==> config.mk <==
export PLATFORM = sky130hd
export DESIGN_NAME = register_file
export DESIGN_NICKNAME = d
export VERILOG_FILES = /design/src/rtl/controlpack.sv /design/src/rtl/register_file.sv
export SDC_FILE = /design/constraint.sdc
export NUM_CORES = 1
export LEC_CHECK = 0
export CELL_PAD_IN_SITES_DETAIL_PLACEMENT = 0
export CELL_PAD_IN_SITES_GLOBAL_PLACEMENT = 1
export CORE_ASPECT_RATIO = 0.75
export CORE_MARGIN = 10
export CORE_UTILIZATION = 48
export DETAILED_ROUTE_END_ITERATION = 16
export MAX_ROUTING_LAYER = met4
export PLACE_DENSITY = 0.8
export SYNTH_ARGS = -nofsm -noshare
export SYNTH_HDL_FRONTEND = slang
export SYNTH_SLANG_ARGS = --single-unit
==> constraint.sdc <==
create_clock -name clock -period 6.5 [get_ports clock]
set_input_delay 0.975 -clock clock [delete_from_list [all_inputs] [get_ports clock]]
set_output_delay 0.975 -clock clock [all_outputs]
set_load 0.02 [all_outputs]
==> src/rtl/controlpack.sv <==
// Shared control encodings for the register file and the control unit.
package controlpack;

  typedef enum logic [1:0] {
    REG_OP_NOP   = 2'd0,
    REG_OP_LOAD  = 2'd1,
    REG_OP_CLEAR = 2'd2,
    REG_OP_INC   = 2'd3
  } registers_op_e;

  typedef enum logic [2:0] {
    REG_R0 = 3'd0,
    REG_R1 = 3'd1,
    REG_R2 = 3'd2,
    REG_R3 = 3'd3,
    REG_R4 = 3'd4,
    REG_R5 = 3'd5,
    REG_R6 = 3'd6,
    REG_R7 = 3'd7
  } register_sel_e;

  localparam int unsigned NUM_REGS = 8;

endpackage

==> src/rtl/register_file.sv <==
// Eight-entry register file: one synchronous modify port, two combinational reads.
module register_file
  import controlpack::*;
#(
  parameter int DATA_BUS_WIDTH = 8
) (
  input  logic                      clock,
  input  logic                      reset,
  input  registers_op_e             op,
  input  register_sel_e             reg_in_sel,
  input  register_sel_e             reg_1_out_sel,
  input  register_sel_e             reg_2_out_sel,
  input  logic [DATA_BUS_WIDTH-1:0] reg_data_in,
  output logic [DATA_BUS_WIDTH-1:0] reg_1_out,
  output logic [DATA_BUS_WIDTH-1:0] reg_2_out
);

  logic [DATA_BUS_WIDTH-1:0] regs [NUM_REGS];

  always_ff @(posedge clock or negedge reset) begin
    if (!reset) begin
      for (int unsigned i = 0; i < NUM_REGS; i++) begin
        regs[i] <= '0;
      end
    end else begin
      unique case (op)
        REG_OP_NOP:   ;
        REG_OP_LOAD:  regs[reg_in_sel] <= reg_data_in;
        REG_OP_CLEAR: regs[reg_in_sel] <= '0;
        REG_OP_INC:   regs[reg_in_sel] <= regs[reg_in_sel] + 1'b1;
        default:      ;
      endcase
    end
  end

  // No write bypass: reads see the stored value until the edge.
  assign reg_1_out = regs[reg_1_out_sel];
  assign reg_2_out = regs[reg_2_out_sel];

endmodule

==> impl_results.md, run 1 <==
- Synth Area in Simple Gates: 0.124
- Total Routing Usage GR: 0.218
- Synth top area share: 0.366
- Post-cts resize count: 0
- Compound-cell area share of the yosys netlist: 0.174
- Hold Path Class: flip-flop to flip-flop
- Post-DRT Antenna Nets: 0
- Final Util: 0.570
- Postcts setup bufs: 0
- Die footprint: 13,400 µm²
- Initial Util: 0.488
- Final worst slack: between 2 and 2.5 ns
- Peak supply drop: 0.127 mV
- Sink Count: 64
- WL final: about 13,000 µm
- Rel. slew slack: 0.297
- Startpoint types: input port
- Synth top cells by count: 64 x dfrtp_1, 63 x nand2_1, 47 x o21ai_0
- Initial antenna violation count: 0
- Post-Syn Instances: about 420
- Total power: about 1.5 mW
- Largest net degree at the start of global routing: 65
- DRC violations left: 0
- Worst path required time: roughly 5.5 ns
- Skew final: ~0.011 ns
- Num CTS Buffers: 9
- Pwr Density: 302 nW/µm²
- Global-route wire length before repair: 21,500 µm
- Dpl cells: between 500 and 600
- Critical Path AT: between 3 and 4 ns
- Final setup violation count: 0
- Worst setup path category: input port to primary output
- Fin Setup TNS: 0 ns
- Fmax: between 200 and 250 MHz
- Setup WS pre-CTS: around 2.2 ns
- Synth Cell Area: approximately 4400 µm²
- Gr ovfl total: 0
- IO buf count: 36
- Hold_buf cts: 0
- Worst slew pin tran: 1.05 ns
- Avg WL per Cell: between 20 and 25 µm
- Ys flop type: dfrtp_1
- Max Cap Viol: 0
- FP Rows: 30
- CP endpoint kind: primary output
- DR vias/cell: about 6.8
- I/O pin cnt: 37
- Clock Pin Slew Worst Setup and Hold Paths: around 0.050 ns
- RSZ-0062 raised after global routing: no
- Period utilisation layout: 0.657
- Max Fanout on Critical Path: 16
- Chip Width: approximately 130 µm
- Worst-skew pair later-pin latency: 0.34 ns
- Post-synth cell types: 48
- Core box area: about 9000 µm²
- Syn Area/Cell: 10.5 µm²
- Fin crit period: 4.27 ns
- Via count: approximately 3,800
- Post-route non-filler standard cell count: ~560
- Bufs on Longest Clock Path: 2
- Layout cells sized above 1: 0.209
- Mux cell area share after synthesis: 0.287
- Syn-to-layout area delta: 17.0%
- Status: finished clean
- Root Driver: clkbuf_16
- Final Hold Viols: 0
- Nets: about 460
- Routability cong.: 0.872
- FF+latch count, synth: 64
- Post-synth EDFFs: 0
- Syn Nets: approximately 440
- Final Slew Violations: 0
- Main combinational cell family by area after synthesis: multiplexers
- H-Tree Depth: 3
- Lkg Pwr: around 2.1 nW
- Ys async rst share: 1.00
- Seq/Total Area, Yosys: 0.366
- Most frequent cell after synthesis: dfrtp_1
- 1st-iter DRT viols: about 470
- Area leader, netlist: dfrtp_1
- Vias in the first global route: 3,684
- Synth Area in Adders: 0.00286
- Vert. Die Dim: slightly above 100 µm
- CTS tree: done
- Post-DP HPWL: ~9200 µm
- N_diodes: 0
- Post-Synth XOR/XNOR Area: 0.00973
- Synth warn: 0
- Leading post-synthesis cells by cell area: dfrtp_1 37%, mux4_2 20%, nand2_1 5.4%
- First-pass DRT Iterations: 5
-- power breakdown --
group | internal [mW] | switching (mW)
logic | 0.229 | 0.206
clock network | 0.358 | 0.190
registers | 0.474 | 0.0891
-- metrics by stage --
step                hold slack, ns  area, µm²
floorplan                    0.474       4370
global route                 0.566       5120
detailed placement           0.512       4780
global placement             0.496       4780
CTS                          0.524       5120
finish                       0.523       5120
-- cell type report --
type,instances,area (µm²)
sequential,64,1600
inverter,5,18.8
clock inverter,4,76.3
multi-input combinational,316,2620
fill,760,3850
timing repair buffer,43,408
clock buffer,12,256
tap,112,140
-- path summary, 6_finish.rpt --
| kind | start | endpoint | slack, ns | cells past startpoint |
|---|---|---|---|---|
| min in group asynchronous | reset | async pin | 0.83 | 2 |
| worst max register to register | flip-flop | flip-flop | 4.12 | 7 |
| worst min register to register | flip-flop | flip-flop | 0.52 | 2 |
| max in group asynchronous | reset | async pin | 5.12 | 2 |
| worst min-delay path | flip-flop | flip-flop | 0.52 | 2 |
| worst max-delay path | reg_1_out_sel[1] | reg_1_out[5] | 2.23 | 4 |
-- worst max-delay path, stage by stage --
cell	delay (ns)
clkdlybuf4s50_1	1.06
mux4_2	0.41
mux2_2	0.30
clkdlybuf4s50_1	0.55
-- placed cells by master (no fill, tap or decap), types with 2 or more instances in the layout --
cell type / Yosys / routed
clkdlybuf4s50_1: 0 / 35
a31oi_1: 3 / 3
and3_1: 2 / 2
o32a_1: 3 / 3
o22a_1: 2 / 2
nand2_1: 63 / 63
a32oi_1: 4 / 4
bufinv_16: 0 / 2
a221oi_2: 2 / 2
a22oi_1: 3 / 3
a31o_2: 2 / 2
mux2_2: 20 / 20
and2_1: 6 / 6
nor2_1: 16 / 16
o31ai_1: 2 / 2
xor2_1: 2 / 2
a21oi_1: 40 / 40
a221oi_1: 7 / 7
mux2i_1: 10 / 10
o21ai_0: 47 / 47
buf_4: 1 / 7
a22o_1: 2 / 2
mux4_1: 2 / 2
nor3b_1: 2 / 2
dfrtp_1: 64 / 64
nand4_1: 2 / 2
or2_2: 2 / 2
clkbuf_16: 0 / 9
inv_1: 5 / 5
nand3_1: 4 / 4
mux4_2: 39 / 39
nor2b_1: 8 / 8
clkbuf_8: 0 / 2
nand2b_1: 4 / 4
o211ai_1: 4 / 4
-- layer usage --
metal,GRT usage,routed length (µm),up-vias
met4,0.0681,223,0
met1,0.305,6130,1934
li1,-,-,1640
met5,-,0,-
met3,0.0437,993,22
met2,0.313,6110,159
-- kinds of logic after synthesis --
| kind of cell | count (synthesis) |
|---|---|
| AO/OA/AOI/OAI | 125 |
| XOR/XNOR | 4 |
| adder cells (fa/ha/maj) | 1 |
| buffers and inverters | 36 |
| flip-flops | 64 |
| multiplexers | 71 |
| AND/OR/NAND/NOR | 115 |
Power figures use the tool's default switching activity.
==> run 2: changes to the inputs <==
--- a/config.mk
+++ b/config.mk
@@ -9,10 +9,10 @@
 export CELL_PAD_IN_SITES_GLOBAL_PLACEMENT = 1
 export CORE_ASPECT_RATIO = 0.75
 export CORE_MARGIN = 10
-export CORE_UTILIZATION = 48
+export CORE_UTILIZATION = 47
 export DETAILED_ROUTE_END_ITERATION = 16
 export MAX_ROUTING_LAYER = met4
-export PLACE_DENSITY = 0.8
+export PLACE_DENSITY = 0.78
 export SYNTH_ARGS = -nofsm -noshare
 export SYNTH_HDL_FRONTEND = slang
 export SYNTH_SLANG_ARGS = --single-unit
==> constraint.sdc (replaced) <==
create_clock -name clock -period 4.28 [get_ports clock]
set_input_delay 0.642 -clock clock [delete_from_list [all_inputs] [get_ports clock]]
set_output_delay 0.642 -clock clock [all_outputs]
set_load 0.02 [all_outputs]
==> impl_results.md, run 2 (synthesized netlist as in run 1, its figures left out) <==
- CTS tree: done
- Worst-skew pair later-pin latency: 0.34 ns
- Final Slew Violations: 0
- Avg WL per Cell: roughly 23 µm
- Final Hold Viols: 0
- Startpoint types: input port
- Max Fanout on Critical Path: 16
- Vert. Die Dim: about 100 µm
- Worst path most repeated cell: clkdlybuf4s50_1
- Gr ovfl total: 0
- Layout cells sized above 1: 0.212
- Total Routing Usage GR: 0.204
- RSZ-0062 raised after global routing: no
- Post-cts resize count: 0
- Dpl cells: ~560
- WL final: about 13,000 µm
- Fmax: approximately 290 MHz
- Sink Count: 64
- Via count: 3,682
- Routability cong.: 0.904
- Bufs on Longest Clock Path: 2
- Crit path max-delay cell type: mux4_2
- Rel. slew slack: 0.388
- Worst path required time: approximately 3.6 ns
- Critical Path AT: about 2.8 ns
- First-pass DRT Iterations: 5
- H-Tree Depth: 3
- Peak supply drop: between 0.15 and 0.2 mV
- Period utilisation layout: 0.812
- Fin crit period: about 3.5 ns
- DRC violations left: 0
- Area of the multi-input gates: between 2000 and 3000 µm²
- FP Rows: 30
- Die footprint: 13,600 µm²
- Hold Path Class: input port to async pin
- Num CTS Buffers: 9
- Post-route non-filler standard cell count: 577
- Clock Pin Slew Worst Setup and Hold Paths: around 0.05 ns
- Fillers: ~800
- Nets: 466
- Global-route wire length before repair: around 21,000 µm
- N_diodes: 0
- Chip Width: between 100 and 150 µm
- Skew final: roughly 0.0095 ns
- Lkg Pwr: 2.06 nW
- Syn-to-layout area delta: 16.6%
- Crit-path cells: clkdlybuf4s50_1, buf_4, mux4_2, mux2_2, clkdlybuf4s50_1
- Design area: between 5000 and 6000 µm²
- Largest net degree at the start of global routing: 42
- Area after DPL: 4840 µm²
- CP max stage delay: 0.55 ns
- Post-DP HPWL: between 9000 and 10,000 µm
- Root Driver: clkbuf_16
- Final worst slack: about 0.81 ns
- Worst setup path category: input port to primary output
- Status: finished clean
- Post-DRT Antenna Nets: 0
- Hold_buf cts: 0
- Most common cell after layout, fill and taps aside: dfrtp_1
- CP endpoint kind: primary output
- Pwr Density: around 430 nW/µm²
- Postcts setup bufs: 0
- Hold WS: roughly 0.44 ns
- Commonest cells after routing, fill and taps aside: 64 x dfrtp_1, 63 x nand2_1, 47 x o21ai_0
- Combined flip-flop and latch cell area: roughly 1600 µm²
- Worst slew pin tran: approximately 0.92 ns
- DR vias/cell: between 6 and 7
- Setup WS pre-CTS: around 0.65 ns
- Fin Setup TNS: 0 ns
- Initial Util: 0.484
- Initial antenna violation count: 0
- Core box area: 9050 µm²
- Final setup violation count: 0
- 1st-iter DRT viols: 366
- Max Cap Viol: 0
- Vias in the first global route: roughly 3,600
- IO buf count: 36
- I/O pin cnt: 37
==> run 2: changes by cell type in the layout (fill, tap and decap cells not counted), sizes merged <==
cell,previous run,this run
clkbuf,12,13
clkinvlp,1,0
clkinv,1,3
buf,8,13
bufinv,2,0
==> run 2: layer usage <==
layer	track usage	up-vias	routed length [µm]
li1	-	1643	-
met1	0.289	1831	6210
met2	0.284	180	5990
met3	0.0502	28	1100
met4	0.0531	0	195
met5	-	-	0
==> run 2: cell type report <==
cell class,count,area share
clock buffer,13,0.0471
clock inverter,3,0.00368
inverter,5,0.00368
multi-input combinational,316,0.513
timing repair buffer,48,0.0873
sequential,64,0.314
tap,128,0.0314
==> run 2: power by group <==
group	internal [mW]	switching [mW]	total, mW
Clock	0.391	0.266	0.657
Sequential	0.721	0.135	0.856
Combinational	0.349	0.312	0.662
Total	1.46	0.714	2.18
==> run 2: final timing paths <==
check | from | endpoint | slack [ns] | cells after the start
worst max-delay path | reg_1_out_sel[0] | reg_1_out[5] | 0.81 | 5
worst min-delay path | reset | async pin | 0.44 | 1
worst max register to register | flip-flop | flip-flop | 1.82 | 7
worst min register to register | flip-flop | flip-flop | 0.52 | 2
max in group asynchronous | reset | async pin | 2.96 | 2
min in group clock | flip-flop | flip-flop | 0.52 | 2
==> run 2: per-stage QoR <==
| stage | power (mW) | util |
|---|---|---|
| 2_1_floorplan | 1.28 | - |
| 3_3_place_gp | 1.50 | 0.535 |
| 3_5_place_dp | 1.52 | 0.535 |
| 4_1_cts | 2.17 | 0.564 |
| 5_1_grt | 2.28 | 0.564 |
| 6_report | 2.18 | 0.564 |
==> run 2: critical path, delay by kind of cell <==
kind | cells | cell delay [ns]
buf+inv | 3 | 1.34
mux | 2 | 0.84
